--- config.mk ---
export PLATFORM = sky130hd
export DESIGN_NAME = dmem_port_arbiter_flat
export DESIGN_NICKNAME = d
export VERILOG_FILES = /design/src/rtl/dmem_port_arbiter_if.sv /design/src/rtl/dmem_port_arbiter.sv /design/src/flat_wrapper.sv
export SDC_FILE = /design/constraint.sdc
export NUM_CORES = 1
export LEC_CHECK = 0
export BUFFER_PORTS_ARGS = -buffer_cell sky130_fd_sc_hd__clkbuf_2
export CELL_PAD_IN_SITES_DETAIL_PLACEMENT = 1
export CELL_PAD_IN_SITES_GLOBAL_PLACEMENT = 2
export CORE_AREA = 2 2 118 120
export CTS_BUF_LIST = sky130_fd_sc_hd__clkbuf_2 sky130_fd_sc_hd__clkbuf_4 sky130_fd_sc_hd__clkbuf_8
export CTS_CLUSTER_SIZE = 20
export DETAILED_ROUTE_END_ITERATION = 7
export DIE_AREA = 0 0 120 122
export GPL_TIMING_DRIVEN = 0
export PLACE_DENSITY = 0.8
export SLEW_MARGIN = 10
export SYNTH_ARGS = -nofsm -noshare
export SYNTH_HDL_FRONTEND = slang
export SYNTH_SLANG_ARGS = --single-unit
export TNS_END_PERCENT = 20
--- constraint.sdc ---
create_clock -name clk -period 1.6 [get_ports clk]
set_input_delay 0.32 -clock clk [delete_from_list [all_inputs] [get_ports clk]]
set_output_delay 0.32 -clock clk [all_outputs]
set_load 0.1 [all_outputs]
--- src/rtl/dmem_port_arbiter_if.sv ---
`default_nettype none
// ============================================================================
//  Module      : dmem_port_arbiter_if
//  Description : Bundle of the MEM-stage, IF-stage and RAM-side signals of
//                the shared data/instruction memory port arbiter.
//  Revision    : 1.0 - initial release
// ============================================================================
interface dmem_port_arbiter_if;
    // MEM stage request
    logic        mem_mem_read;
    logic        mem_mem_write;
    logic [15:0] mem_addr;
    logic [15:0] mem_wdata;
    // IF stage request
    logic        if_req;
    logic [15:0] if_addr;
    // RAM side
    logic        ram_en;
    logic        ram_we;
    logic [15:0] ram_addr;
    logic [15:0] ram_wdata;
    logic [15:0] ram_rdata;
    // Responses and status
    logic [15:0] mem_rdata;
    logic        mem_done;
    logic [15:0] if_instr;
    logic        if_done;
    logic        stall_mem;
    logic        stall_if;
    logic        err_rw;

    // Arbiter side
    modport slave (
        input  mem_mem_read, mem_mem_write, mem_addr, mem_wdata,
        input  if_req, if_addr, ram_rdata,
        output ram_en, ram_we, ram_addr, ram_wdata,
        output mem_rdata, mem_done, if_instr, if_done,
        output stall_mem, stall_if, err_rw
    );

    // Requester / RAM side
    modport master (
        output mem_mem_read, mem_mem_write, mem_addr, mem_wdata,
        output if_req, if_addr, ram_rdata,
        input  ram_en, ram_we, ram_addr, ram_wdata,
        input  mem_rdata, mem_done, if_instr, if_done,
        input  stall_mem, stall_if, err_rw
    );
endinterface
`default_nettype wire

--- src/rtl/dmem_port_arbiter.sv ---
`default_nettype none
// ============================================================================
//  Module      : dmem_port_arbiter
//  Description : Shares one single-port 16-bit RAM between the MEM stage and
//                the IF stage. One access at a time, MEM priority with an
//                anti-starvation counter for IF, one-cycle done pulses and
//                pipeline stall generation.
//  Revision    : 1.0 - initial release
// ============================================================================
module dmem_port_arbiter #(
    parameter int WAIT_CYCLES = 1,
    parameter int STARVE_MAX  = 4
) (
    input  logic               clk,
    input  logic               rst,
    dmem_port_arbiter_if.slave arb_bus
);

    localparam int c_WCNT_W = (WAIT_CYCLES > 1) ? $clog2(WAIT_CYCLES) : 1;
    localparam int c_SCNT_W = $clog2(STARVE_MAX + 1);

    localparam logic [c_WCNT_W-1:0] c_WCNT_LOAD   = c_WCNT_W'(WAIT_CYCLES - 1);
    localparam logic [c_SCNT_W-1:0] c_STARVE_FULL = c_SCNT_W'(STARVE_MAX);

    localparam logic [1:0] c_S_IDLE  = 2'd0;
    localparam logic [1:0] c_S_ISSUE = 2'd1;
    localparam logic [1:0] c_S_WAIT  = 2'd2;
    localparam logic [1:0] c_S_RESP  = 2'd3;

    localparam logic c_GNT_MEM = 1'b0;
    localparam logic c_GNT_IF  = 1'b1;

    logic [1:0]          state_q,     state_d;
    logic [c_WCNT_W-1:0] wcnt_q,      wcnt_d;
    logic [c_SCNT_W-1:0] starve_q,    starve_d;
    logic                grant_q,     grant_d;
    logic                ram_en_q,    ram_en_d;
    logic                ram_we_q,    ram_we_d;
    logic [15:0]         ram_addr_q,  ram_addr_d;
    logic [15:0]         ram_wdata_q, ram_wdata_d;
    logic [15:0]         mem_rdata_q, mem_rdata_d;
    logic [15:0]         if_instr_q,  if_instr_d;
    logic                mem_done_q,  mem_done_d;
    logic                if_done_q,   if_done_d;
    logic                err_rw_q,    err_rw_d;

    logic w_mem_req;
    logic w_any_req;
    logic w_starved;
    logic w_if_win;
    logic w_capture;

    assign w_mem_req = arb_bus.mem_mem_read | arb_bus.mem_mem_write;
    assign w_any_req = w_mem_req | arb_bus.if_req;
    assign w_starved = (starve_q == c_STARVE_FULL);
    // IF only beats a concurrent MEM request once it has been starved long enough
    assign w_if_win  = arb_bus.if_req & (~w_mem_req | w_starved);
    // RAM data becomes valid WAIT_CYCLES cycles after the edge that sampled
    // ram_en, so it is taken at the end of the last of WAIT_CYCLES wait cycles
    assign w_capture = (state_q == c_S_WAIT) && (wcnt_q == '0);

    // State and output registers, all cleared by synchronous reset
    always_ff @(posedge clk) begin
        if (rst) begin
            state_q     <= c_S_IDLE;
            wcnt_q      <= '0;
            starve_q    <= '0;
            grant_q     <= c_GNT_MEM;
            ram_en_q    <= 1'b0;
            ram_we_q    <= 1'b0;
            ram_addr_q  <= '0;
            ram_wdata_q <= '0;
            mem_rdata_q <= '0;
            if_instr_q  <= '0;
            mem_done_q  <= 1'b0;
            if_done_q   <= 1'b0;
            err_rw_q    <= 1'b0;
        end else begin
            state_q     <= state_d;
            wcnt_q      <= wcnt_d;
            starve_q    <= starve_d;
            grant_q     <= grant_d;
            ram_en_q    <= ram_en_d;
            ram_we_q    <= ram_we_d;
            ram_addr_q  <= ram_addr_d;
            ram_wdata_q <= ram_wdata_d;
            mem_rdata_q <= mem_rdata_d;
            if_instr_q  <= if_instr_d;
            mem_done_q  <= mem_done_d;
            if_done_q   <= if_done_d;
            err_rw_q    <= err_rw_d;
        end
    end

    // Sequencing, wait counting and arbitration (grants only from IDLE)
    always_comb begin
        state_d  = state_q;
        wcnt_d   = wcnt_q;
        starve_d = starve_q;
        grant_d  = grant_q;
        case (state_q)
            c_S_IDLE: begin
                if (w_any_req) begin
                    state_d = c_S_ISSUE;
                    grant_d = w_if_win ? c_GNT_IF : c_GNT_MEM;
                    if (w_if_win) begin
                        starve_d = '0;
                    end else if (arb_bus.if_req && !w_starved) begin
                        starve_d = starve_q + c_SCNT_W'(1);
                    end
                end
            end
            c_S_ISSUE: begin
                state_d = c_S_WAIT;
                wcnt_d  = c_WCNT_LOAD;
            end
            c_S_WAIT: begin
                if (wcnt_q == '0) begin
                    state_d = c_S_RESP;
                end else begin
                    wcnt_d = wcnt_q - c_WCNT_W'(1);
                end
            end
            c_S_RESP: begin
                state_d = c_S_IDLE;
            end
            default: begin
                state_d = c_S_IDLE;
            end
        endcase
    end

    // Next values of the registered RAM strobes, read data and done pulses
    always_comb begin
        ram_en_d    = 1'b0;
        ram_we_d    = ram_we_q;
        ram_addr_d  = ram_addr_q;
        ram_wdata_d = ram_wdata_q;
        mem_rdata_d = mem_rdata_q;
        if_instr_d  = if_instr_q;
        mem_done_d  = 1'b0;
        if_done_d   = 1'b0;
        err_rw_d    = err_rw_q | (arb_bus.mem_mem_read & arb_bus.mem_mem_write);

        if ((state_q == c_S_IDLE) && w_any_req) begin
            ram_en_d = 1'b1;
            if (w_if_win) begin
                ram_we_d    = 1'b0;
                ram_addr_d  = arb_bus.if_addr;
                ram_wdata_d = '0;
            end else begin
                // read+write together is carried out as a store
                ram_we_d    = arb_bus.mem_mem_write;
                ram_addr_d  = arb_bus.mem_addr;
                ram_wdata_d = arb_bus.mem_wdata;
            end
        end

        if (w_capture) begin
            if (grant_q == c_GNT_IF) begin
                if_instr_d = arb_bus.ram_rdata;
                if_done_d  = 1'b1;
            end else begin
                mem_done_d = 1'b1;
                if (!ram_we_q) begin
                    mem_rdata_d = arb_bus.ram_rdata;
                end
            end
        end
    end

    assign arb_bus.ram_en    = ram_en_q;
    assign arb_bus.ram_we    = ram_we_q;
    assign arb_bus.ram_addr  = ram_addr_q;
    assign arb_bus.ram_wdata = ram_wdata_q;
    assign arb_bus.mem_rdata = mem_rdata_q;
    assign arb_bus.if_instr  = if_instr_q;
    assign arb_bus.mem_done  = mem_done_q;
    assign arb_bus.if_done   = if_done_q;
    assign arb_bus.err_rw    = err_rw_q;
    assign arb_bus.stall_mem = w_mem_req & ~mem_done_q;
    assign arb_bus.stall_if  = arb_bus.if_req & ~if_done_q;

endmodule
`default_nettype wire
--- src/flat_wrapper.sv ---
// flat-port wrapper written by rule: the top's interface ports become plain ports
module dmem_port_arbiter_flat 
#(
    parameter int WAIT_CYCLES = 1,
    parameter int STARVE_MAX  = 4
)
  (clk, rst, arb_bus_mem_mem_read, arb_bus_mem_mem_write, arb_bus_mem_addr, arb_bus_mem_wdata, arb_bus_if_req, arb_bus_if_addr, arb_bus_ram_rdata, arb_bus_ram_en, arb_bus_ram_we, arb_bus_ram_addr, arb_bus_ram_wdata, arb_bus_mem_rdata, arb_bus_mem_done, arb_bus_if_instr, arb_bus_if_done, arb_bus_stall_mem, arb_bus_stall_if, arb_bus_err_rw);
  dmem_port_arbiter_if arb_bus_i ();
  input  logic clk;
  input  logic rst;
  input wire logic [$bits(arb_bus_i.mem_mem_read)-1:0] arb_bus_mem_mem_read;
  input wire logic [$bits(arb_bus_i.mem_mem_write)-1:0] arb_bus_mem_mem_write;
  input wire logic [$bits(arb_bus_i.mem_addr)-1:0] arb_bus_mem_addr;
  input wire logic [$bits(arb_bus_i.mem_wdata)-1:0] arb_bus_mem_wdata;
  input wire logic [$bits(arb_bus_i.if_req)-1:0] arb_bus_if_req;
  input wire logic [$bits(arb_bus_i.if_addr)-1:0] arb_bus_if_addr;
  input wire logic [$bits(arb_bus_i.ram_rdata)-1:0] arb_bus_ram_rdata;
  output wire logic [$bits(arb_bus_i.ram_en)-1:0] arb_bus_ram_en;
  output wire logic [$bits(arb_bus_i.ram_we)-1:0] arb_bus_ram_we;
  output wire logic [$bits(arb_bus_i.ram_addr)-1:0] arb_bus_ram_addr;
  output wire logic [$bits(arb_bus_i.ram_wdata)-1:0] arb_bus_ram_wdata;
  output wire logic [$bits(arb_bus_i.mem_rdata)-1:0] arb_bus_mem_rdata;
  output wire logic [$bits(arb_bus_i.mem_done)-1:0] arb_bus_mem_done;
  output wire logic [$bits(arb_bus_i.if_instr)-1:0] arb_bus_if_instr;
  output wire logic [$bits(arb_bus_i.if_done)-1:0] arb_bus_if_done;
  output wire logic [$bits(arb_bus_i.stall_mem)-1:0] arb_bus_stall_mem;
  output wire logic [$bits(arb_bus_i.stall_if)-1:0] arb_bus_stall_if;
  output wire logic [$bits(arb_bus_i.err_rw)-1:0] arb_bus_err_rw;
  assign arb_bus_i.mem_mem_read = arb_bus_mem_mem_read;
  assign arb_bus_i.mem_mem_write = arb_bus_mem_mem_write;
  assign arb_bus_i.mem_addr = arb_bus_mem_addr;
  assign arb_bus_i.mem_wdata = arb_bus_mem_wdata;
  assign arb_bus_i.if_req = arb_bus_if_req;
  assign arb_bus_i.if_addr = arb_bus_if_addr;
  assign arb_bus_i.ram_rdata = arb_bus_ram_rdata;
  assign arb_bus_ram_en = arb_bus_i.ram_en;
  assign arb_bus_ram_we = arb_bus_i.ram_we;
  assign arb_bus_ram_addr = arb_bus_i.ram_addr;
  assign arb_bus_ram_wdata = arb_bus_i.ram_wdata;
  assign arb_bus_mem_rdata = arb_bus_i.mem_rdata;
  assign arb_bus_mem_done = arb_bus_i.mem_done;
  assign arb_bus_if_instr = arb_bus_i.if_instr;
  assign arb_bus_if_done = arb_bus_i.if_done;
  assign arb_bus_stall_mem = arb_bus_i.stall_mem;
  assign arb_bus_stall_if = arb_bus_i.stall_if;
  assign arb_bus_err_rw = arb_bus_i.err_rw;
  dmem_port_arbiter #(.WAIT_CYCLES(WAIT_CYCLES), .STARVE_MAX(STARVE_MAX)) u_core (.clk(clk), .rst(rst), .arb_bus(arb_bus_i));
endmodule
==> results_dict.tcl <==
set metrics [dict create \
    vias 3200 \
    avgViaCountPerCell 4.585 \
    initial_core_util 0.2324 \
    hold_class "input port to register" \
    rsz0062_at_grt "true" \
    drive_gt1_frac 0.3977 \
    grt_max_degree 15 \
    status "completed" \
    wl_per_cell_um 15.39 \
    worst_pin_slew_ns 0.6989 \
    port_buffers 136 \
    clk_pin_slew_ns 0.09 \
    p_total_mw 8.418 \
    cts_tree "done" \
    ys_types 33 \
    mostFrequentLayoutCells "clkbuf_2, nand2_1, dfxtp_1, a21oi_1, nor2_1" \
    cpPeakStageDelay_ns 0.50 \
    grt_use_met2 0.2493 \
    netlist_area_um2 3138 \
    clock_path_buffers 2 \
    synth_top_area_frac 0.4785 \
    report.final.setup_viol 0 \
    critPathMaxFanout 6 \
    diodes 0 \
    use_met3 0.04588 \
    fillers 1671 \
    core.rowCount 43 \
    synth_nets 437 \
    ys_warn_count 0 \
    fin_area_um2 4388 \
    final.period_utilization 0.9765 \
    synthArstFlopShare 0 \
    fin_ws_ns 0.03767 \
    clock_sinks 75 \
    postCtsHoldBufs 0 \
    numCtsBuffers 9 \
    dp_slack_ns -0.4087 \
    max_cap_violations 0 \
    critPathSlowestCell "or4b_4" \
    synthCells 363 \
    drcViolationCount 0 \
    seq_area_frac_synth 0.4785 \
    grtUsageTotal 0.1478 \
    top_level_ports 140 \
    final_max_slew_viol_count 0 \
    floorplan.die.height_um 122 \
    gp_congestion 0.7543 \
    synth_flop_cell "dfxtp_1" \
    power_leakage_nw 1.807 \
    core_um2 13500 \
    grt_antenna_before_repair 0 \
    yosys-top-cells-area "dfxtp_1, nand2_1, a21oi_1" \
    busiest_layer "met2" \
    crit_path_cell_trace "inv_1 -> ha_4 -> or4b_4 -> nor2_1 -> a211oi_2" \
    cp.arrival_ns 1.79 \
    crit_path_end_kind "register" \
    yosysTopAreaCell "dfxtp_1" \
    max_freq_mhz 640.1 \
    clock-root-buffer "clkbuf_8" \
    cts_max_level 3 \
    wl_um 10740 \
    cp_data_required_time_ns 1.83 \
    grt_pass1_wl_um 16860 \
    finalClockSkew_ns 0.01177 \
    first_global_vias 3268 \
    drt_iter0_markers 118 \
    overflow 0 \
    drt_first_pass_iters 5 \
    synth_edf_count 0 \
    met1_usage 0.1765 \
    finalSetupTns_ns 0 \
    ir_drop_mv 0.9233 \
    hold_violations 0 \
    p_per_area_nw_per_um2 1918 \
    nNetsFinal 587 \
    syn_avg_cell_area_um2 8.645 \
    clock_latency_ns 0.35 \
    ys_seq_elements 75 \
    crit_type "register to register" \
    ant_nets 0 \
    post-dp-hpwl_um 8195 \
    slew_headroom 0.5341 \
    hold_slack_ns 0.1969 \
    fin_crit_ns 1.562 \
    die_w_um 120 \
    cp-start-kind "register" \
    post_dp_cell_area_um2 4061 \
    layout_commonest_cell "clkbuf_2" \
    die_area_um2 14640 \
    area_growth_pct 39.83 \
]
## cells by family after synthesis
kind of cell / share of synthesized area
adders and majority gates: 0.01994
AOI/OAI and AO/OA: 0.2496
buffers and inverters: 0.06339
DFF: 0.4785
and+or+nand+nor: 0.1854
muxes: 0.003190
## cells in the mapped netlist, types with 3 or more instances
library cell and instances:
a21oi_1 52, a311oi_1 6, a311oi_2 10, buf_2 9, buf_4 3, buf_6 5, clkbuf_1 14, dfxtp_1 75
ha_1 5, inv_1 6, nand2_1 85, nand3_1 17, nor2_1 26, o211ai_1 17, o21ai_0 11, o21ai_1 5
## final timing paths
| path | endpoint | from | depth (start not counted) | slack (ns) |
|---|---|---|---|---|
| setup / recovery | u_core.state_q[0]$_SDFFE_PP0P_ | u_core.state_q[1]$_SDFFE_PP0P_ | 5 | 0.04 |
| hold / removal | u_core.arb_bus.mem_rdata[1]$_SDFFE_PP0P_ | arb_bus_ram_rdata[1] | 3 | 0.20 |
| setup reg to reg | u_core.state_q[0]$_SDFFE_PP0P_ | u_core.state_q[1]$_SDFFE_PP0P_ | 5 | 0.04 |
| hold reg to reg | u_core.arb_bus.mem_rdata[10]$_SDFFE_PP0P_ | u_core.arb_bus.mem_rdata[10]$_SDFFE_PP0P_ | 2 | 0.46 |
## what timing repair did
| item | 4_1_cts | 5_1_grt |
|---|---|---|
| pin swaps | 1 | 1 |
| setup buffers | 1 | 4 |
| endpoints found under the setup margin | 59 | 41 |
| resized for setup | 18 | 10 |
## power breakdown
part	switching, mW	total, mW	internal [mW]
registers	0.212	2.43	2.22
logic	3.47	4.45	0.987
clock network	0.779	1.53	0.755
total	4.46	8.42	3.96
## metrics by stage
step	instances	util
3_3_place_gp	679	0.3008
5_1_grt	698	0.3249
2_1_floorplan	363	-
4_1_cts	694	0.3203
6_report	698	0.3249
3_5_place_dp	679	0.3008
## per-layer routing
layer,share of wire,up-vias
met5,0,-
met4,0.016,0
met3,0.073,14
met2,0.47,107
met1,0.44,1515
li1,-,1564
## area by class of cell
cell class / count / area [µm²] / share of cell area
Buffer: 29 / 197.7 / 0.04505
Sequential cell: 75 / 1505 / 0.3430
Clock buffer: 10 / 131.4 / 0.02994
Inverter: 6 / 22.52 / 0.005133
Multi-Input combinational cell: 251 / 1504 / 0.3427
Tap cell: 180 / 225.2 / 0.05133
Clock inverter: 6 / 72.57 / 0.01654
Timing Repair Buffer: 141 / 729.5 / 0.1662
## critical path: cells and delay by family, from the launching register on
family / cells / cell delay [ns]
adder cells (fa/ha/maj): 1 / 0.19
AND/OR/NAND/NOR: 2 / 0.68
AO/OA/AOI/OAI: 1 / 0.07
buffers and inverters: 1 / 0.13
flip-flops: 1 / 0.35
## flip-flops by register name, summed over array words and instances, names as in the netlist, 2 cells and up
name,count
u_core.starve_q,3
u_core.arb_bus.ram_addr,16
u_core.arb_bus.ram_wdata,16
u_core.arb_bus.if_instr,16
u_core.arb_bus.mem_rdata,16
u_core.state_q,2
(Power assumes the default switching activity.)
